### src/rtl/uart_rx_param_driver_pkg.sv
// Shared constants and types for the parametrised UART receiver (and the
// future parametrised transmitter).
package uart_rx_param_driver_pkg;

    localparam int BYTE_LEN    = 8;

    localparam int PARITY_NONE = 0;
    localparam int PARITY_EVEN = 1;
    localparam int PARITY_ODD  = 2;

    // Ceiling log2, usable in constant expressions.
    function automatic int clog2(input int value);
        int r;
        r = 0;
        for (int v = value - 1; v > 0; v = v >> 1) begin
            r++;
        end
        return r;
    endfunction

    typedef enum logic [2:0] {
        S_IDLE,
        S_START,
        S_DATA,
        S_PARITY,
        S_STOP,
        S_DONE,
        S_WAIT_HIGH
    } rx_state_e;

endpackage

### src/rtl/uart_rx_param_driver_sampler.sv
// Input conditioning for the receiver: two-flop synchroniser on rxd, a
// three-deep history of the synchronised line and a 2-of-3 majority vote.
module uart_rx_sampler
    import uart_rx_param_driver_pkg::*;
(
    input  logic clk,
    input  logic reset,
    input  logic rxd,
    output logic rxd_s,
    output logic maj
);

    logic       sync1_q, sync1_d;
    logic       sync2_q, sync2_d;
    logic [2:0] hist_q, hist_d;

    // Next-value logic: shift rxd through the synchroniser and the history.
    always_comb begin
        sync1_d = rxd;
        sync2_d = sync1_q;
        hist_d  = {hist_q[1:0], sync2_q};
    end

    // Registers reset to the idle (high) line level.
    always_ff @(posedge clk) begin
        if (reset) begin
            sync1_q <= 1'b1;
            sync2_q <= 1'b1;
            hist_q  <= 3'b111;
        end else begin
            sync1_q <= sync1_d;
            sync2_q <= sync2_d;
            hist_q  <= hist_d;
        end
    end

    assign rxd_s = sync2_q;
    assign maj   = (hist_q[0] & hist_q[1]) | (hist_q[0] & hist_q[2]) | (hist_q[1] & hist_q[2]);

endmodule

### src/rtl/uart_rx_param_driver.sv
// Parametrised oversampling UART receiver.
//
// state       | meaning
// S_IDLE      | line idle, waiting for a low level
// S_START     | confirming the start bit at its centre
// S_DATA      | sampling DATA_BITS data bits, LSB first
// S_PARITY    | sampling the parity bit
// S_STOP      | sampling STOP_BITS stop bits
// S_DONE      | results registered, out_ready asserted for this cycle
// S_WAIT_HIGH | after a framing error, waiting for the line to go high
module uart_rx_param_driver
    import uart_rx_param_driver_pkg::*;
#(
    parameter int CYCLES_PER_BIT = 434,
    parameter int DATA_BITS      = 8,
    parameter int PARITY_MODE    = 0,
    parameter int STOP_BITS      = 1
) (
    input  logic                 clk,
    input  logic                 reset,
    input  logic                 rxd,
    output logic [DATA_BITS-1:0] out,
    output logic                 out_ready,
    output logic                 parity_err,
    output logic                 frame_err,
    output logic                 brk,
    output logic                 busy
);

    localparam int CNT_W = clog2(CYCLES_PER_BIT) + 1;
    localparam int IDX_W = clog2(DATA_BITS) + 1;

    localparam logic [CNT_W-1:0] HALF_TC   = CNT_W'(CYCLES_PER_BIT / 2 - 1);
    localparam logic [CNT_W-1:0] BIT_TC    = CNT_W'(CYCLES_PER_BIT - 1);
    localparam logic [IDX_W-1:0] LAST_DATA = IDX_W'(DATA_BITS - 1);
    localparam logic [IDX_W-1:0] LAST_STOP = IDX_W'(STOP_BITS - 1);

    if (CYCLES_PER_BIT < 4 || DATA_BITS < 5 || DATA_BITS > 9 ||
        PARITY_MODE < 0 || PARITY_MODE > 2 || STOP_BITS < 1 || STOP_BITS > 2) begin : g_bad_params
        $error("uart_rx_param_driver: unsupported parameter combination");
    end

    logic rxd_s;
    logic maj;

    uart_rx_sampler u_sampler (
        .clk   (clk),
        .reset (reset),
        .rxd   (rxd),
        .rxd_s (rxd_s),
        .maj   (maj)
    );

    rx_state_e            state_q, state_d;
    logic [CNT_W-1:0]     cnt_q, cnt_d;
    logic [IDX_W-1:0]     idx_q, idx_d;
    logic [DATA_BITS-1:0] shift_q, shift_d;
    logic                 par_q, par_d;
    logic                 stop0_q, stop0_d;
    logic                 ferr_acc_q, ferr_acc_d;
    logic [DATA_BITS-1:0] out_q, out_d;
    logic                 perr_q, perr_d;
    logic                 ferr_q, ferr_d;
    logic                 brk_q, brk_d;

    // Final-frame flag values, valid on the last stop-bit sample.
    logic fe_final;
    logic first_stop;
    logic par_odd_ones;

    // Next-state and datapath logic for the receive sequence.
    always_comb begin
        state_d    = state_q;
        cnt_d      = cnt_q + CNT_W'(1);
        idx_d      = idx_q;
        shift_d    = shift_q;
        par_d      = par_q;
        stop0_d    = stop0_q;
        ferr_acc_d = ferr_acc_q;
        out_d      = out_q;
        perr_d     = perr_q;
        ferr_d     = ferr_q;
        brk_d      = brk_q;

        fe_final     = ferr_acc_q | ~maj;
        first_stop   = (idx_q == '0) ? maj : stop0_q;
        par_odd_ones = (^shift_q) ^ par_q;

        unique case (state_q)
            S_IDLE: begin
                cnt_d = '0;
                if (!rxd_s) begin
                    state_d = S_START;
                end
            end
            S_START: begin
                if (cnt_q == HALF_TC) begin
                    if (maj) begin
                        state_d = S_IDLE;
                    end else begin
                        state_d    = S_DATA;
                        cnt_d      = '0;
                        idx_d      = '0;
                        ferr_acc_d = 1'b0;
                    end
                end
            end
            S_DATA: begin
                if (cnt_q == BIT_TC) begin
                    cnt_d   = '0;
                    shift_d = {maj, shift_q[DATA_BITS-1:1]};
                    idx_d   = idx_q + IDX_W'(1);
                    if (idx_q == LAST_DATA) begin
                        idx_d   = '0;
                        state_d = (PARITY_MODE != PARITY_NONE) ? S_PARITY : S_STOP;
                    end
                end
            end
            S_PARITY: begin
                if (cnt_q == BIT_TC) begin
                    cnt_d   = '0;
                    par_d   = maj;
                    idx_d   = '0;
                    state_d = S_STOP;
                end
            end
            S_STOP: begin
                if (cnt_q == BIT_TC) begin
                    cnt_d      = '0;
                    idx_d      = idx_q + IDX_W'(1);
                    ferr_acc_d = fe_final;
                    if (idx_q == '0) begin
                        stop0_d = maj;
                    end
                    if (idx_q == LAST_STOP) begin
                        state_d = S_DONE;
                        out_d   = shift_q;
                        ferr_d  = fe_final;
                        if (PARITY_MODE == PARITY_EVEN) begin
                            perr_d = par_odd_ones;
                        end else if (PARITY_MODE == PARITY_ODD) begin
                            perr_d = ~par_odd_ones;
                        end else begin
                            perr_d = 1'b0;
                        end
                        brk_d = fe_final & (shift_q == '0) & ~first_stop &
                                ((PARITY_MODE == PARITY_NONE) | ~par_q);
                    end
                end
            end
            S_DONE: begin
                state_d = ferr_q ? S_WAIT_HIGH : S_IDLE;
            end
            S_WAIT_HIGH: begin
                if (rxd_s) begin
                    state_d = S_IDLE;
                end
            end
            default: begin
                state_d = S_IDLE;
            end
        endcase
    end

    // State and result registers; reset aborts any frame in progress.
    always_ff @(posedge clk) begin
        if (reset) begin
            state_q    <= S_IDLE;
            cnt_q      <= '0;
            idx_q      <= '0;
            shift_q    <= '0;
            par_q      <= 1'b0;
            stop0_q    <= 1'b1;
            ferr_acc_q <= 1'b0;
            out_q      <= '0;
            perr_q     <= 1'b0;
            ferr_q     <= 1'b0;
            brk_q      <= 1'b0;
        end else begin
            state_q    <= state_d;
            cnt_q      <= cnt_d;
            idx_q      <= idx_d;
            shift_q    <= shift_d;
            par_q      <= par_d;
            stop0_q    <= stop0_d;
            ferr_acc_q <= ferr_acc_d;
            out_q      <= out_d;
            perr_q     <= perr_d;
            ferr_q     <= ferr_d;
            brk_q      <= brk_d;
        end
    end

    assign out        = out_q;
    assign out_ready  = (state_q == S_DONE);
    assign parity_err = perr_q;
    assign frame_err  = ferr_q;
    assign brk        = brk_q;
    assign busy       = (state_q != S_IDLE);

endmodule
### config.mk
export PLATFORM = sky130hd
export DESIGN_NAME = uart_rx_param_driver
export DESIGN_NICKNAME = d
export VERILOG_FILES = /design/src/rtl/uart_rx_param_driver_pkg.sv /design/src/rtl/uart_rx_param_driver_sampler.sv /design/src/rtl/uart_rx_param_driver.sv
export SDC_FILE = /design/constraint.sdc
export NUM_CORES = 1
export LEC_CHECK = 0
export ABC_AREA = 1
export CORE_MARGIN = 10
export CORE_UTILIZATION = 52
export DETAILED_ROUTE_END_ITERATION = 16
export GPL_TIMING_DRIVEN = 0
export PLACE_DENSITY = 0.87
export SLEW_MARGIN = 20
export SYNTH_ARGS = -nofsm -noshare
export SYNTH_HDL_FRONTEND = slang
export SYNTH_SLANG_ARGS = --single-unit
### constraint.sdc
create_clock -name clk -period 1.39 [get_ports clk]
set_clock_uncertainty 0.05 [all_clocks]
set_input_delay 0.278 -clock clk [delete_from_list [all_inputs] [get_ports clk]]
set_output_delay 0.278 -clock clk [all_outputs]
set_load 0.02 [all_outputs]
==> summary.txt, run 1 <==
Logic synthesis
  • Avg Inst Size Synth: around 7.2 sq um
  • Fraction of registers with async set/reset: 0
  • Post-Synthesis Cells: between 200 and 300
  • Top FF cell, synth: dfxtp_1
  • Most frequent cells after synthesis: nand2_1 (53), inv_1 (45), dfxtp_1 (42), nor2_1 (38), a21oi_1 (19)
  • Synthesized flop and latch total: 42
  • Cell Area, Synth: about 2100 sq um
  • Top cell type's share of synthesized area: 0.395
  • Synth warn: 0
  • Synth area leader: dfxtp_1
  • Post-synth net total: about 300
  • Synth area leaders: dfxtp_1 (39%), nand2_1 (9.3%), inv_1 (7.9%)
  • Seq/Total Area, Yosys: 0.395
  • Number of synthesized flops with an enable pin: 0
  • Synth unique cells: 30
  • Most frequent cell after synthesis: nand2_1

Route
  • DRT Wirelength: 5760 um
  • Routed Antenna Nets: 0
  • DR vias/cell: approximately 5.3
  • Vias after detailed routing: 2078
  • Drt first pass iters: 4
  • Starting DRT DRC Count: about 120
  • DRC errors left: 0
  • Wire length per cell: about 15 um

Finish
  • Finished layout cell area: about 3000 sq um
  • Seq. cell area: approximately 870 sq um
  • Fill count: around 270
  • Final layout net count: between 300 and 400
  • Syn-to-layout area delta: 39.9%
  • Multi-input gate area: 1340 sq um
  • Share of layout cells above drive strength 1: 0.414
  • Ant diodes: 0

Worst setup path
  • CP max-delay cell: dfxtp_1
  • R2r endpoint: cnt_q[5]
  • WP data required: 1.54 ns
  • Setup crit start kind: flip-flop
  • WP buf/inv: 2
  • Slowest cell delay on critical path: between 0.4 and 0.5 ns
  • Family with the most delay on the worst path: simple AND/OR/NAND/NOR gates
  • Critical path capture point type: flip-flop
  • Worst Path Max Fanout: 6
  • Arrival time worst endpoint: between 1.5 and 2 ns
  • R2r worst-path depth: 8
  • Flop2flop setup slack: -0.19 ns
  • FF-to-FF Start: cnt_q[3]
  • Setup CP Type: flip-flop to flip-flop
  • Cells along the critical path: nand2_1 -> nor2_2 -> nand3_2 -> nand2_4 -> nand3_4 -> buf_6 -> o2111ai_2 -> inv_1

Global route
  • Vias in the first global route: approximately 1900
  • Largest net degree at the start of global routing: 14
  • Initial antenna violation count: 0
  • Tot GR Track Use: 0.143
  • GRT Residual Overflow: 0
  • First-pass GRT wire length: about 8500 um

Placed design
  • Setup WS pre-CTS: -0.236 ns
  • Port bufs: 14
  • Post-DP Area: roughly 2400 sq um
  • GP Congestion: between 0.8 and 0.9
  • Post-DP HPWL: roughly 3200 um

CTS
  • Worst-Skew Late Latency: 0.30 ns
  • Clock slew at reported path FFs: roughly 0.080 ns
  • H-tree depth: 2
  • Clk root buf: clkbuf_8
  • Clk sinks: 42
  • CTS tree: done
  • CTS Buf Count: 5
  • Clk buf depth: 2
  • Post-CTS Hold Fix Bufs: 0

Floorplanning
  • Die H: about 84 um
  • Die span in x: between 80 and 90 um
  • # IOs: 16
  • Die area: about 7100 sq um
  • Initial Util: 0.537
  • Number of cell rows: 23
  • Core area: between 3000 and 4000 sq um

Pwr
  • Switching pwr: 2.02 mW
  • Switching Share: 0.411
  • Int Pwr: 2.90 mW
  • Share of power burned in registers: 0.292
  • Power share of the combinational group: 0.539
  • Leak pwr: 1.31 nW
  • Pwr/cell area: 1650 nW/um^2
  • Max VDD drop: between 1 and 1.5 mV
  • Clock power frac: 0.170

Run
  • Max Cap Violations: 0

Hold path
  • Hold EP: u_sampler.rxd_s
  • Hold Crit Start: u_sampler.sync1_q
  • Hold Crit Depth: 1
  • HP Class: flip-flop to flip-flop

Status
  • Failing checks: negative setup slack
  • Status: finished with violations

Timing
  • Setup-failing EPs final: 38
  • Period Utilization, post-route: 1.14
  • RSZ-0062 raised after global routing: true
  • Fmax: 631 MHz
  • Setup WS post-layout: -0.194 ns
  • Hold Vio Cnt, Final: 0
  • Fin. max-slew vios: 0
  • Post-layout min period: between 1.5 and 2 ns
## power by group through the flow
stage	logic, mW	registers [mW]	clock network, mW
6_report	2.65	1.44	0.835
5_1_grt	2.84	1.45	0.884
4_1_cts	2.14	1.41	0.849
3_5_place_dp	1.45	1.45	0
3_3_place_gp	1.41	1.44	0
2_1_floorplan	1.17	1.42	0
## area by class of cell
cell class / instances / share of cell area
Tap cell: 50 / 0.0210
Sequential cell: 42 / 0.290
Clock inverter: 2 / 0.00420
Clock buffer: 6 / 0.0277
Inverter: 47 / 0.0617
Timing Repair Buffer: 43 / 0.131
Multi-Input combinational cell: 199 / 0.448
Buffer: 6 / 0.0159
## worst max path at each step
stage / from / endpoint / slack [ns] / depth (start not counted)
after global routing: cnt_q[2] / cnt_q[5] / -0.29 / 9
after detailed placement: reset / out[0] / -0.24 / 5
after CTS: state_q[1] / idx_q[3] / -0.17 / 10
after global placement: reset / shift_q[7] / -0.22 / 5
final: cnt_q[3] / cnt_q[5] / -0.19 / 8
after floorplan: cnt_q[1] / out[1] / -0.04 / 10
## placed cells by master, fill, tap and decap left out, types with 5 or more instances in the layout
cell type and count:
nand2_2 8, clkbuf_8 6, nor2_4 9, dfxtp_4 5, inv_2 10, o21ai_2 9
buf_6 12, a21oi_2 10, a21oi_1 9, dfxtp_1 32, nor3_1 8, nand2_1 45
dlygate4sd2_1 9, dfxtp_2 5, nor2_1 30, buf_4 21, nand3_1 12, nand2_4 8
nor2_2 8, inv_1 35
## stage by stage
step	total power [mW]	setup TNS (ns)	hold WS, ns	utilization	std cells
after detailed placement	2.90	-6.63	0.347	0.595	358
after CTS	4.41	-2.90	0.368	0.698	386
final	4.93	-4.26	0.367	0.751	395
after global routing	5.18	-7.15	0.379	0.751	395
after floorplan	2.60	-0.0862	0.332	-	294
after global placement	2.86	-5.74	0.343	0.595	358
## registers in the layout, indices dropped and copies added, names as in the netlist, 3 cells and up
register and cells:
state_q 3, cnt_q 10, out 8, u_sampler.hist_q 3, shift_q 8, idx_q 4
## cell families (layout without fill, tap and decap cells)
family	Yosys count	count (layout)	synth area share
flip-flops	42	42	0.395
AND/OR/NAND/NOR	149	149	0.344
other	1	1	0.00176
buffers and inverters	53	104	0.102
adder cells (fa/ha/maj)	5	5	0.0294
XOR/XNOR	6	6	0.0247
AO/OA/AOI/OAI	38	38	0.104
## per-layer routing
layer,vias up,global-route usage,routed length [um]
li1,1021,-,-
met1,965,0.144,2240
met2,78,0.259,3020
met3,14,0.0469,345
met4,0,0.0670,155
met5,-,0,0
## what timing repair did
action,4_1_cts,5_1_grt
endpoints found under the setup margin,49,40
gates cloned,2,0
gates resized for setup,77,51
pin swaps,21,17
buffers inserted,18,9
No activity file was read; power rests on OpenSTA's default activity.
==> run 2: changes to the inputs <==
--- a/config.mk
+++ b/config.mk
@@ -10,7 +10,7 @@
 export CORE_UTILIZATION = 52
 export DETAILED_ROUTE_END_ITERATION = 16
 export GPL_TIMING_DRIVEN = 0
-export PLACE_DENSITY = 0.87
+export PLACE_DENSITY_LB_ADDON = 0.1
 export SLEW_MARGIN = 20
 export SYNTH_ARGS = -nofsm -noshare
 export SYNTH_HDL_FRONTEND = slang
==> run 2 against run 1 <==
Net effect: final area down 2.4%; largest power group unchanged; the flow still finishes with violations (negative setup slack); fmax increased by 2.0%; sequential power about the same.
==> summary.txt, run 2 (synthesis results as in run 1) <==
Worst setup path
  • CP most frequent cell: nand2_4
  • Critical path capture point type: flip-flop
  • Slowest cell delay on critical path: 0.33 ns (-0.15 ns)
  • Arrival time worst endpoint: 1.70 ns (-0.03 ns)
  • Setup crit start kind: flip-flop
  • Worst Path Max Fanout: 6 (unchanged)
  • Setup CP Type: flip-flop to flip-flop
  • WP data required: 1.54 ns (about the same)
  • CP max-delay cell: dfxtp_2
  • Cells along the critical path: inv_2 -> ha_4 -> nand2_4 -> nor2_4 -> nand3_4 -> nand2_4 -> nand3_4 -> nand2_4 -> buf_4 -> nor2_1

CTS
  • Clk buf depth: 2 (unchanged)
  • Worst-Skew Late Latency: 0.29 ns (about the same)
  • Clk root buf: clkbuf_8
  • Clock slew at reported path FFs: 0.08 ns (about the same)
  • H-tree depth: 2 (unchanged)
  • CTS tree: done
  • Clk sinks: 42 (unchanged)
  • CTS Buf Count: 5 (unchanged)

Floorplanning
  • Core area: 3970 sq um (unchanged)
  • Die area: 7060 sq um (unchanged)
  • # IOs: 16 (unchanged)
  • Initial Util: 0.537 (unchanged)
  • Die span in x: 84.0 um (unchanged)
  • Number of cell rows: 23 (unchanged)
  • Die H: 84.0 um (unchanged)

Pwr
  • Leak pwr: 1.25 nW (-4.6%)
  • Pwr/cell area: 1570 nW/um^2 (-4.9%)
  • Max VDD drop: 1.03 mV (-3.9%)

Finish
  • Core Util, Final: 0.733 (-0.0180)
  • Syn-to-layout area delta: 36.6%
  • Most common cell after layout, fill and taps aside: nand2_1
  • Commonest cells after routing, fill and taps aside: nand2_1 (46), inv_1 (35), nor2_1 (31), dfxtp_1 (31), buf_4 (20)
  • Max FFs per register: 10 (unchanged)
  • Most flop-heavy register: cnt_q
  • Final layout net count: 347 (-1.4%)
  • Ant diodes: 0 (unchanged)
  • Fill count: 321 (+18%)
  • Share of layout cells above drive strength 1: 0.415 (about the same)

Placed design
  • Port bufs: 14 (unchanged)
  • Setup WS pre-CTS: -0.234 ns (+0.00225 ns)
  • GP Congestion: 0.896 (+0.12%)
  • Post-DP HPWL: 3240 um (+2.6%)

Global route
  • Largest net degree at the start of global routing: 14 (unchanged)
  • Initial antenna violation count: 0 (unchanged)
  • First-pass GRT wire length: 8290 um (-2.2%)
  • Tot GR Track Use: 0.139 (-0.00428)
  • GRT Residual Overflow: 0 (unchanged)
  • Vias in the first global route: 1868 (-3.0%)

Timing
  • Period Utilization, post-route: 1.12 (-0.0219)
  • Setup WS post-layout: -0.164 ns (+0.0305 ns)
  • Hold Vio Cnt, Final: 0 (unchanged)
  • Setup-failing EPs final: 38 (unchanged)
  • Fin. max-slew vios: 0 (unchanged)
  • Post-layout min period: 1.55 ns (-0.0305 ns)
  • RSZ-0062 raised after global routing: true
  • Fmax: 644 MHz (+2.0%)

Route
  • Routed Antenna Nets: 0 (unchanged)
  • DR vias/cell: 5.01 (-4.9%)
  • DRT Wirelength: 5140 um (-11%)
  • Drt first pass iters: 4 (unchanged)
  • Starting DRT DRC Count: 100 (-13%)
  • DRC errors left: 0 (unchanged)
  • Wire length per cell: 13.2 um (-9.7%)
  • Vias after detailed routing: 1952 (-6.1%)

Hold path
  • HP Class: flip-flop to flip-flop

Status
  • Failing checks: negative setup slack
  • Status: finished with violations

Run
  • Max Cap Violations: 0 (unchanged)
## run 2: report_power, final
| group | switching [mW] | internal [mW] | total (mW) |
|---|---|---|---|
| Clock | 0.429 | 0.399 | 0.829 |
| Sequential | 0.131 | 1.32 | 1.45 |
| Combinational | 1.29 | 0.996 | 2.29 |
## run 2: layer usage
metal / track usage / part of all wire / vias up
li1: - / - / 1013
met4: 0.0441 / 0.0072 / 0
met1: 0.148 / 0.44 / 897
met5: 0 / 0 / -
met2: 0.255 / 0.51 / 37
met3: 0.0391 / 0.045 / 5
## run 2: what timing repair did
item,4_1_cts,5_1_grt
gates cloned,2,0
hold buffers,0,0
endpoints found under the setup margin,49,39
gates resized for setup,73,45
buffers inserted,6,17
pin swaps,17,22
## run 2: cell type report
class	count	area [sq um]	area share
multi-input cells	199	1340	0.462
flip-flops and latches	42	860	0.295
repair buffers	38	323	0.111
inverters	47	179	0.0615
clock buffers	6	82.6	0.0284
well taps	50	62.6	0.0215
plain buffers	6	47.5	0.0163
clock inverters	2	12.5	0.00430
## run 2: stage by stage
stage	area [sq um]	setup TNS [ns]	hold slack [ns]	total power, mW	cells
6_report	2910	-3.93	0.367	4.57	390
5_1_grt	2910	-7.26	0.405	4.91	390
4_1_cts	2660	-2.84	0.372	4.00	374
3_5_place_dp	2360	-6.78	0.349	2.91	358
3_3_place_gp	2360	-6.20	0.343	2.89	358
2_1_floorplan	2160	-0.0862	0.332	2.60	294
## run 2: final timing paths
path / from / end / slack (ns) / cells past startpoint
setup reg to reg: cnt_q[1] / cnt_q[0] / -0.16 / 10
setup / recovery: cnt_q[1] / cnt_q[0] / -0.16 / 10
hold reg to reg: u_sampler.sync1_q / u_sampler.rxd_s / 0.37 / 1
hold / removal: u_sampler.sync1_q / u_sampler.rxd_s / 0.37 / 1
## run 2: worst max-delay path, delay by kind of cell, from the launching register on
family / cells / cell delay [ns]
buffers and inverters: 2 / 0.19
adders and majority gates: 1 / 0.15
and+or+nand+nor: 7 / 0.71
DFF: 1 / 0.33
==> run 3: changes to the inputs <==
--- a/config.mk
+++ b/config.mk
@@ -15,3 +15,4 @@
 export SYNTH_ARGS = -nofsm -noshare
 export SYNTH_HDL_FRONTEND = slang
 export SYNTH_SLANG_ARGS = --single-unit
+export TNS_END_PERCENT = 1
==> run 3 against run 2 <==
Net effect: the flow still finishes with violations (negative setup slack); clock-buffer cell count is the same; utilization shrank 10 points; sequential share of layout area grew 4.5 points; global-route usage shrank 1.0 points; setup slack gained 0.031 ns; register-to-register slack gained 0.03 ns; sequential power is essentially flat; die area is the same; final area shrank 14%; largest cell class unchanged; combinational power shrank 30%.
==> summary.txt, run 3 (synthesis results as in run 1) <==
Status
  • Status: finished with violations
  • Failing checks: negative setup slack

Worst setup path
  • WP data required: 1.52 ns (-0.02 ns)
  • Cells along the critical path: inv_2 -> ha_4 -> nand2_2 -> nor2_4 -> nand3_4 -> nand2_4 -> nand2_2 -> nor2_4 -> nand2_1 -> nand2_1 -> nor2_1
  • Arrival time worst endpoint: 1.66 ns (-0.04 ns)
  • Slowest cell delay on critical path: 0.34 ns (about the same)
  • CP max-delay cell: dfxtp_2
  • Critical path capture point type: flip-flop
  • Setup crit start kind: flip-flop
  • Setup CP Type: flip-flop to flip-flop
  • Worst Path Max Fanout: 5 (-1)

Timing
  • Slew margin rel.: 0.624
  • Post-layout min period: 1.52 ns (-0.0307 ns)
  • Hold WS: 0.361 ns (-0.00624 ns)
  • Setup TNS: -1.74 ns (+2.20 ns)
  • RSZ-0062 raised after global routing: true
  • Period Utilization, post-route: 1.10 (-0.0221)
  • Setup-failing EPs final: 32 (-16%)
  • Hold Vio Cnt, Final: 0 (unchanged)
  • Setup WS post-layout: -0.133 ns (+0.0307 ns)
  • Fmax: 657 MHz (+2.0%)
  • Fin. max-slew vios: 0 (unchanged)
  • Slew @ Worst Pin: 0.563 ns

Finish
  • Share of layout cells above drive strength 1: 0.204 (-0.211)
  • Most common cell after layout, fill and taps aside: nand2_1
  • Max FFs per register: 10 (unchanged)
  • Finished layout cell area: 2510 sq um (-14%)
  • Core Util, Final: 0.631 (-0.102)
  • Fill count: 374 (+17%)
  • Finished Layout Cells: 369 (-5.4%)
  • Syn-to-layout area delta: 17.6%
  • Commonest cells after routing, fill and taps aside: nand2_1 (52), inv_1 (43), nor2_1 (36)
  • Ant diodes: 0 (unchanged)
  • Most flop-heavy register: cnt_q
  • Final layout net count: 326 (-6.1%)

Placed design
  • Post-placement cell count: 358 (unchanged)
  • Post-DP HPWL: 3310 um (+2.1%)
  • GP Congestion: 0.891 (-0.56%)
  • Setup WS pre-CTS: -0.243 ns (-0.00948 ns)
  • Port bufs: 14 (unchanged)
  • Post-DP Area: 2360 sq um (about the same)

Floorplanning
  • Die area: 7060 sq um (unchanged)
  • Number of cell rows: 23 (unchanged)
  • # IOs: 16 (unchanged)
  • Die span in x: 84.0 um (unchanged)
  • Initial Util: 0.537 (unchanged)
  • Core area: 3970 sq um (unchanged)
  • Die H: 84.0 um (unchanged)

CTS
  • Clk sinks: 42 (unchanged)
  • Worst-Skew Late Latency: 0.29 ns (about the same)
  • H-tree depth: 2 (unchanged)
  • Clk buf depth: 2 (unchanged)
  • CTS Buf Count: 5 (unchanged)
  • Post-CTS Hold Fix Bufs: 0 (unchanged)
  • Clock slew at reported path FFs: 0.08 ns (about the same)
  • CTS tree: done
  • Clk root buf: clkbuf_8

Route
  • Wire length per cell: 11.7 um (-11%)
  • Starting DRT DRC Count: 93 (-7.0%)
  • Vias after detailed routing: 1826 (-6.5%)
  • Drt first pass iters: 4 (unchanged)
  • DRC errors left: 0 (unchanged)
  • DRT Wirelength: 4320 um (-16%)
  • DR vias/cell: 4.95 (-1.1%)
  • Routed Antenna Nets: 0 (unchanged)

Pwr
  • Int Pwr: 2.26 mW (-17%)
  • Max VDD drop: 0.725 mV (-29%)
  • Power share of the combinational group: 0.421 (-0.080)
  • Switching pwr: 1.54 mW (-17%)
  • Switching Share: 0.405 (-0.000829)
  • Share of power burned in registers: 0.380 (+0.063)
  • Clock power frac: 0.199 (+0.018)
  • Leak pwr: 1.12 nW (-11%)
  • Pwr/cell area: 1510 nW/um^2 (-3.5%)
  • Total Power: 3.80 mW (-17%)

Global route
  • Tot GR Track Use: 0.128 (-0.0104)
  • GRT Residual Overflow: 0 (unchanged)
  • Initial antenna violation count: 0 (unchanged)
  • Vias in the first global route: 1751 (-6.3%)
  • Largest net degree at the start of global routing: 14 (unchanged)
  • First-pass GRT wire length: 7710 um (-6.9%)

Hold path
  • HP Class: flip-flop to flip-flop

Run
  • Max Cap Violations: 0 (unchanged)
==> run 3: cell count changes in the layout (fill, tap and decap cells not counted), moves of 8 or more <==
cell | before | now
buf_4 | 20 | 4
inv_1 | 35 | 43
a21oi_1 | 7 | 18
a21oi_2 | 12 | 1
==> run 3: final timing paths <==
path / startpoint / end / slack [ns] / cells after the start
hold / removal: u_sampler.sync1_q / u_sampler.rxd_s / 0.36 / 1
hold reg to reg: u_sampler.sync1_q / u_sampler.rxd_s / 0.36 / 1
setup reg to reg: cnt_q[1] / state_q[2] / -0.13 / 11
setup / recovery: cnt_q[1] / state_q[2] / -0.13 / 11
==> run 3: repair_timing <==
action	4_1_cts	5_1_grt
pin swaps	3	5
buffers inserted	0	3
setup endpoints to repair	49	39
gates resized for setup	23	14
==> run 3: cell type report <==
type                       count  area, sq um  area share
buffer                         6         43.8      0.0175
clock buffer                   6         72.6      0.0290
clock inverter                 2         13.8     0.00549
inverter                      47          176      0.0704
multi-input combinational    199         1140       0.454
sequential                    42          853       0.340
tap                           50         62.6      0.0250
timing repair buffer          17          146      0.0584
==> run 3: power groups by stage <==
stage / clock network (mW) / logic [mW] / registers, mW
2_1_floorplan: 0 / 1.17 / 1.42
3_3_place_gp: 0 / 1.44 / 1.45
3_5_place_dp: 0 / 1.45 / 1.45
4_1_cts: 0.791 / 1.49 / 1.44
5_1_grt: 0.838 / 1.82 / 1.46
6_report: 0.756 / 1.60 / 1.44
==> run 3: metal layers <==
layer | global-route usage | up-vias | wire length (um)
met5 | 0 | - | 0
met4 | 0.0365 | 0 | 68
met3 | 0.0391 | 8 | 210
met2 | 0.231 | 32 | 2150
met1 | 0.141 | 811 | 1890
li1 | - | 975 | -
==> run 3: worst max-delay path, delay by kind of cell, from the launching register on <==
kind / cells / cell delay [ns]
adders and majority gates: 1 / 0.13
buffers and inverters: 1 / 0.07
DFF: 1 / 0.34
and+or+nand+nor: 9 / 0.83
